<file path="src/rtl/link_data_arb_mux.sv">
// N-channel link transmit mux: non-blocking event channel 0 has priority over
// round-robin backpressured config channels, with starvation forcing and drop counting.
module link_data_arb_mux #(
  parameter int NUM_CH       = 4,
  parameter int DATA_W       = 32,
  parameter int STARVE_LIMIT = 8,
  parameter int CNT_W        = 16,
  localparam int TY_W        = $clog2(NUM_CH)
) (
  input  logic                       clk,
  input  logic                       rst_n,
  input  logic                       ev_valid,
  input  logic [DATA_W-1:0]          ev_data,
  input  logic [NUM_CH-2:0]          cfg_valid,
  input  logic [(NUM_CH-1)*DATA_W-1:0] cfg_data,
  output logic [NUM_CH-2:0]          cfg_ready,
  output logic                       out_valid,
  input  logic                       out_ready,
  output logic [DATA_W-1:0]          out_data,
  output logic [TY_W-1:0]            out_ty,
  output logic [CNT_W-1:0]           drop_cnt,
  output logic                       starve_active
);

  localparam int NCFG = NUM_CH - 1;
  localparam int SC_W = (STARVE_LIMIT < 1) ? 1 : $clog2(STARVE_LIMIT + 1);

  logic [TY_W-1:0]   rr_ptr;
  logic [SC_W-1:0]   starve_cnt;
  logic              load;
  logic              any_cfg;
  logic              force_cfg;
  logic              ev_win;
  logic              cfg_win;
  logic              drop;
  logic              found;
  logic [TY_W-1:0]   grant_ch;
  logic [TY_W-1:0]   next_ptr;
  logic [DATA_W-1:0] cfg_word;

  assign load      = !out_valid || out_ready;
  assign any_cfg   = |cfg_valid;
  assign force_cfg = (STARVE_LIMIT != 0) && (int'(starve_cnt) == STARVE_LIMIT) && any_cfg;
  assign ev_win    = load && ev_valid && !force_cfg;
  assign cfg_win   = load && !(ev_valid && !force_cfg) && any_cfg;
  assign drop      = ev_valid && (!load || force_cfg);

  // Round-robin search: first pass covers rr_ptr..NUM_CH-1, second pass wraps to the lowest channel.
  always_comb begin
    found    = 1'b0;
    grant_ch = '0;
    cfg_word = '0;
    for (int i = 1; i < NUM_CH; i++) begin
      if (!found && (i >= int'(rr_ptr)) && cfg_valid[i-1]) begin
        found    = 1'b1;
        grant_ch = TY_W'(i);
        cfg_word = cfg_data[(i-1)*DATA_W +: DATA_W];
      end
    end
    for (int i = 1; i < NUM_CH; i++) begin
      if (!found && cfg_valid[i-1]) begin
        found    = 1'b1;
        grant_ch = TY_W'(i);
        cfg_word = cfg_data[(i-1)*DATA_W +: DATA_W];
      end
    end
  end

  always_comb begin
    next_ptr = (int'(grant_ch) == NCFG) ? TY_W'(1) : grant_ch + 1'b1;
    for (int i = 1; i < NUM_CH; i++) begin
      cfg_ready[i-1] = cfg_win && (int'(grant_ch) == i);
    end
  end

  always_ff @(posedge clk or negedge rst_n) begin
    if (!rst_n) begin
      out_valid     <= 1'b0;
      out_data      <= '0;
      out_ty        <= '0;
      starve_active <= 1'b0;
      rr_ptr        <= TY_W'(1);
      starve_cnt    <= '0;
    end else if (load) begin
      out_valid     <= ev_win || cfg_win;
      starve_active <= force_cfg && ev_valid;
      if (ev_win) begin
        out_data <= ev_data;
        out_ty   <= '0;
      end else if (cfg_win) begin
        out_data <= cfg_word;
        out_ty   <= grant_ch;
        rr_ptr   <= next_ptr;
      end
      // Consecutive event wins only matter while some config channel is waiting.
      if (ev_win && any_cfg) begin
        if (int'(starve_cnt) < STARVE_LIMIT) begin
          starve_cnt <= starve_cnt + 1'b1;
        end
      end else if (cfg_win || !any_cfg) begin
        starve_cnt <= '0;
      end
    end
  end

  always_ff @(posedge clk or negedge rst_n) begin
    if (!rst_n) begin
      drop_cnt <= '0;
    end else if (drop && (drop_cnt != '1)) begin
      drop_cnt <= drop_cnt + 1'b1;
    end
  end

endmodule

</file>
<file path="config.mk">
export PLATFORM = sky130hd
export DESIGN_NAME = link_data_arb_mux
export DESIGN_NICKNAME = d
export VERILOG_FILES = /design/src/rtl/link_data_arb_mux.sv
export SDC_FILE = /design/constraint.sdc
export NUM_CORES = 1
export LEC_CHECK = 0
export CAP_MARGIN = 5
export CORE_MARGIN = 2
export CORE_UTILIZATION = 34
export CTS_CLUSTER_DIAMETER = 40
export DETAILED_ROUTE_END_ITERATION = 10
export PLACE_DENSITY = 0.85
export SETUP_SLACK_MARGIN = 0.4
export SLEW_MARGIN = 20
export SYNTH_ARGS = -nofsm -noshare
export SYNTH_HDL_FRONTEND = slang
export SYNTH_SLANG_ARGS = --single-unit
</file>
<file path="constraint.sdc">
create_clock -name clk -period 1.8 [get_ports clk]
set_input_delay 0.36 -clock clk [delete_from_list [all_inputs] [get_ports clk]]
set_output_delay 0.36 -clock clk [all_outputs]
set_load 0.005 [all_outputs]
</file>
==> results of run 1 <==
[cell families (layout without fill, tap and decap cells)]
logic type	count (synthesis)	in the layout	share of synthesized area, %
AO/OA/AOI/OAI	119	119	28.65
AND/OR/NAND/NOR	81	81	13.27
flip-flops	58	58	46.38
buffers and inverters	33	346	4.714
XOR/XNOR	12	12	3.356
adder cells (fa/ha/maj)	7	7	2.797
multiplexers	2	2	0.8388
[repair_timing]
item | 4_1_cts | 5_1_grt
resized for setup | 236 | 77
setup endpoints to repair | 112 | 83
pin swaps | 42 | 42
setup buffers | 45 | 33
gates cloned | 3 | 1
[state kept, by name, summed over array words and instances (netlist names)]
register,cells
starve_active,1
rr_ptr,2
drop_cnt,16
starve_cnt,4
out_data,32
out_ty,2
out_valid,1
[layout by cell type (no fill, tap or decap), types with 6 or more instances in the layout]
master / n
nor3_4: 6
buf_4: 88
nor2_1: 6
clkdlybuf4s50_1: 131
a22oi_2: 28
buf_6: 45
nand2_1: 17
xor2_1: 9
clkdlybuf4s15_1: 7
dfrtp_1: 55
nor2_4: 6
o21ai_1: 34
a222oi_1: 31
clkbuf_8: 10
dlygate4sd2_1: 35
[per-layer routing]
layer	vias up	track usage, %
li1	1839	-
met1	2103	33.38
met2	297	49.38
met3	75	6.337
met4	0	10.96
met5	-	0
[worst max-delay path, stage by stage, from the launching register on]
cell,delay [ns]
dfrtp_1,0.39
inv_2,0.09
ha_4,0.13
nand3b_1,0.12
buf_4,0.17
buf_6,0.10
buf_6,0.10
buf_6,0.10
buf_6,0.10
buf_6,0.11
nor2_4,0.09
nor2_4,0.09
clkbuf_16,0.18
a22oi_2,0.17
o21ai_1,0.10
[per-stage QoR]
stage                     cells  power (mW)  hold WS (ns)  setup slack (ns)
after global routing        736       6.036       0.02341           -0.4447
after global placement      638       3.457        0.3837           -0.7892
after CTS                   702       5.252       0.02115           -0.3328
after floorplan             312       2.350       0.06441        -0.0009704
after detailed placement    638       3.520        0.3901           -0.8995
final                       736       5.800     -0.008423           -0.3813
[cell type report]
type                       count  area [sq um]
multi-input combinational    221          2117
sequential                    58          1455
tap                          111         138.9
fill                         543          2051
clock buffer                  11         141.4
clock inverter                 5         77.57
timing repair buffer         321          3050
inverter                       9         33.78
[worst min-delay path by stage]
stage	slack, ns	endpoint	cells past startpoint	startpoint
final	-0.008	drop_cnt[4]	2	rst_n
after global routing	0.02	drop_cnt[1]	2	rst_n
after floorplan	0.06	drop_cnt[0]	0	rst_n
after detailed placement	0.39	out_data[28]	2	rst_n
after CTS	0.02	drop_cnt[4]	2	rst_n
after global placement	0.38	out_data[28]	2	rst_n
[power by group through the flow]
stage          clock, mW  combinational (mW)  sequential, mW
3_3_place_gp           0                1.79            1.67
5_1_grt             1.45                2.86            1.73
2_1_floorplan          0               0.632            1.72
4_1_cts             1.37                2.21            1.68
6_report            1.39                2.70            1.71
3_5_place_dp           0                1.84            1.68
==> results_dict.tcl, run 1 <==
set metrics [dict create \
    cts_root_buffer "clkbuf_8" \
    min_path_type "input port to asynchronous set/reset pin" \
    synth_fp_nets 454 \
    r2r_cells 14 \
    synthFlopType "dfrtp_1" \
    timing.rr.start "starve_cnt[1]" \
    routed_wl_microns 16110 \
    cts_max_path_buffers 2 \
    vias_per_cell 5.861 \
    dp_hpwl_microns 8889 \
    antenna_found_initial 0 \
    final_area_sq_um 7014 \
    fin_ws_ns -0.3813 \
    top_layer_used "met4" \
    worstSetupStartpoint "starve_cnt[1]" \
    worst_hold_slack_ns -0.008423 \
    first_global_vias 4276 \
    fin_crit_ns 2.181 \
    fin_util_pct 77.38 \
    ant_nets 0 \
    clock_skew_ns 0.02017 \
    die-area_sq_um 9995 \
    maxSlewViolCount 0 \
    sw_frac_of_total_pct 32.69 \
    cts_buffers 9 \
    layout.nets 762 \
    cts_tree "yes" \
    power_frac_seq_pct 29.5 \
    ir_worst_vdd_v 0.0004617 \
    wl_met1_microns 5761 \
    yosys.cell_count.top_type "dfrtp_1" \
    internal-power_mw 3.904 \
    row_count 35 \
    layout-drive-gt1-share_pct 41.60 \
    fin_tns_setup_ns -13.28 \
    cts_max_level 3 \
    drc_errors 0 \
    dr.pass1.iters 8 \
    die_h_microns 99.98 \
    startpoint_type "register" \
    p_comb_share_pct 46.5 \
    max_freq_ghz 0.4584 \
    core_sq_um 9065 \
    initial_utilization_pct 34.55 \
    power.leakage_nw 3.103 \
    cts_hold_buf 0 \
    syn_area_sq_um 3132 \
    yosysSeqAreaShare_pct 46.38 \
    met2_length_microns 8251 \
    failed_checks "negative hold slack, negative setup slack" \
    synth_area_leader_cell "dfrtp_1" \
    synth_edf_count 0 \
    synth.avg_cell_area_sq_um 10.04 \
    diodes 0 \
    clkLatencyLatePin_ns 0.35 \
    path_class "register to register" \
    ioPinCount 190 \
    p_per_area_nw_per_um2 826.9 \
    end_kind "register" \
    grt_max_degree 59 \
    crit_fanout 6 \
    pwr-share-clk_pct 24.0 \
    status "finished with violations" \
    dieWidth_microns 99.98 \
    rsz0062_at_grt "yes" \
    clock_sinks 58 \
    async_flop_share_pct 100.0 \
    portBuffers 189 \
    r2r_end "out_data[15]" \
    grt_use_total_pct 28.07 \
    synth_seq_cells 58 \
    clk_pin_slew_ns 0.09 \
    ff2ff_setup_slack_ns -0.38 \
    finalHoldViolations 3 \
    fin_crit_sh_pct 121.2 \
    ys_warn_count 0 \
    routabilityCongestion 0.8723 \
    wl_met3_microns 1277 \
    worst_ep_required_time_ns 2.02 \
    slew_headroom_pct 68.86 \
    num_vias 4314 \
    dpl_cell_area_sq_um 5480 \
    cp.arrival_ns 2.40 \
    wl_per_cell_microns 21.89 \
    synth_cell_types 47 \
    ys_top_cells_by_area "dfrtp_1 (46%), a222oi_1 (9.9%), a22oi_1 (7.4%)" \
    drv_cap 0 \
    setup_violations 45 \
    ys_top_cells_by_count "dfrtp_1 (57), o21ai_0 (36), a222oi_1 (31), a22oi_1 (31), nand2_1 (21)" \
    endpoint "out_data[15]" \
    syn_inst 312 \
    drt-initial-drc-count 396 \
    area_growth_pct 124.0 \
    synth_top_area_share_pct 45.55 \
    grt_overflow_total 0 \
    worstMarginPinSlew_ns 0.4635 \
    grt_pass1_wl_microns 21850 \
    p_sw_mw 1.896 \
]
Power figures use the tool's default switching activity.
==> run 2, diff against run 1 <==
CTS_CLUSTER_SIZE = 16   (was not set)
==> results of run 2 <==
No change in the layout: final DEF, timing and power equal those of run 1.
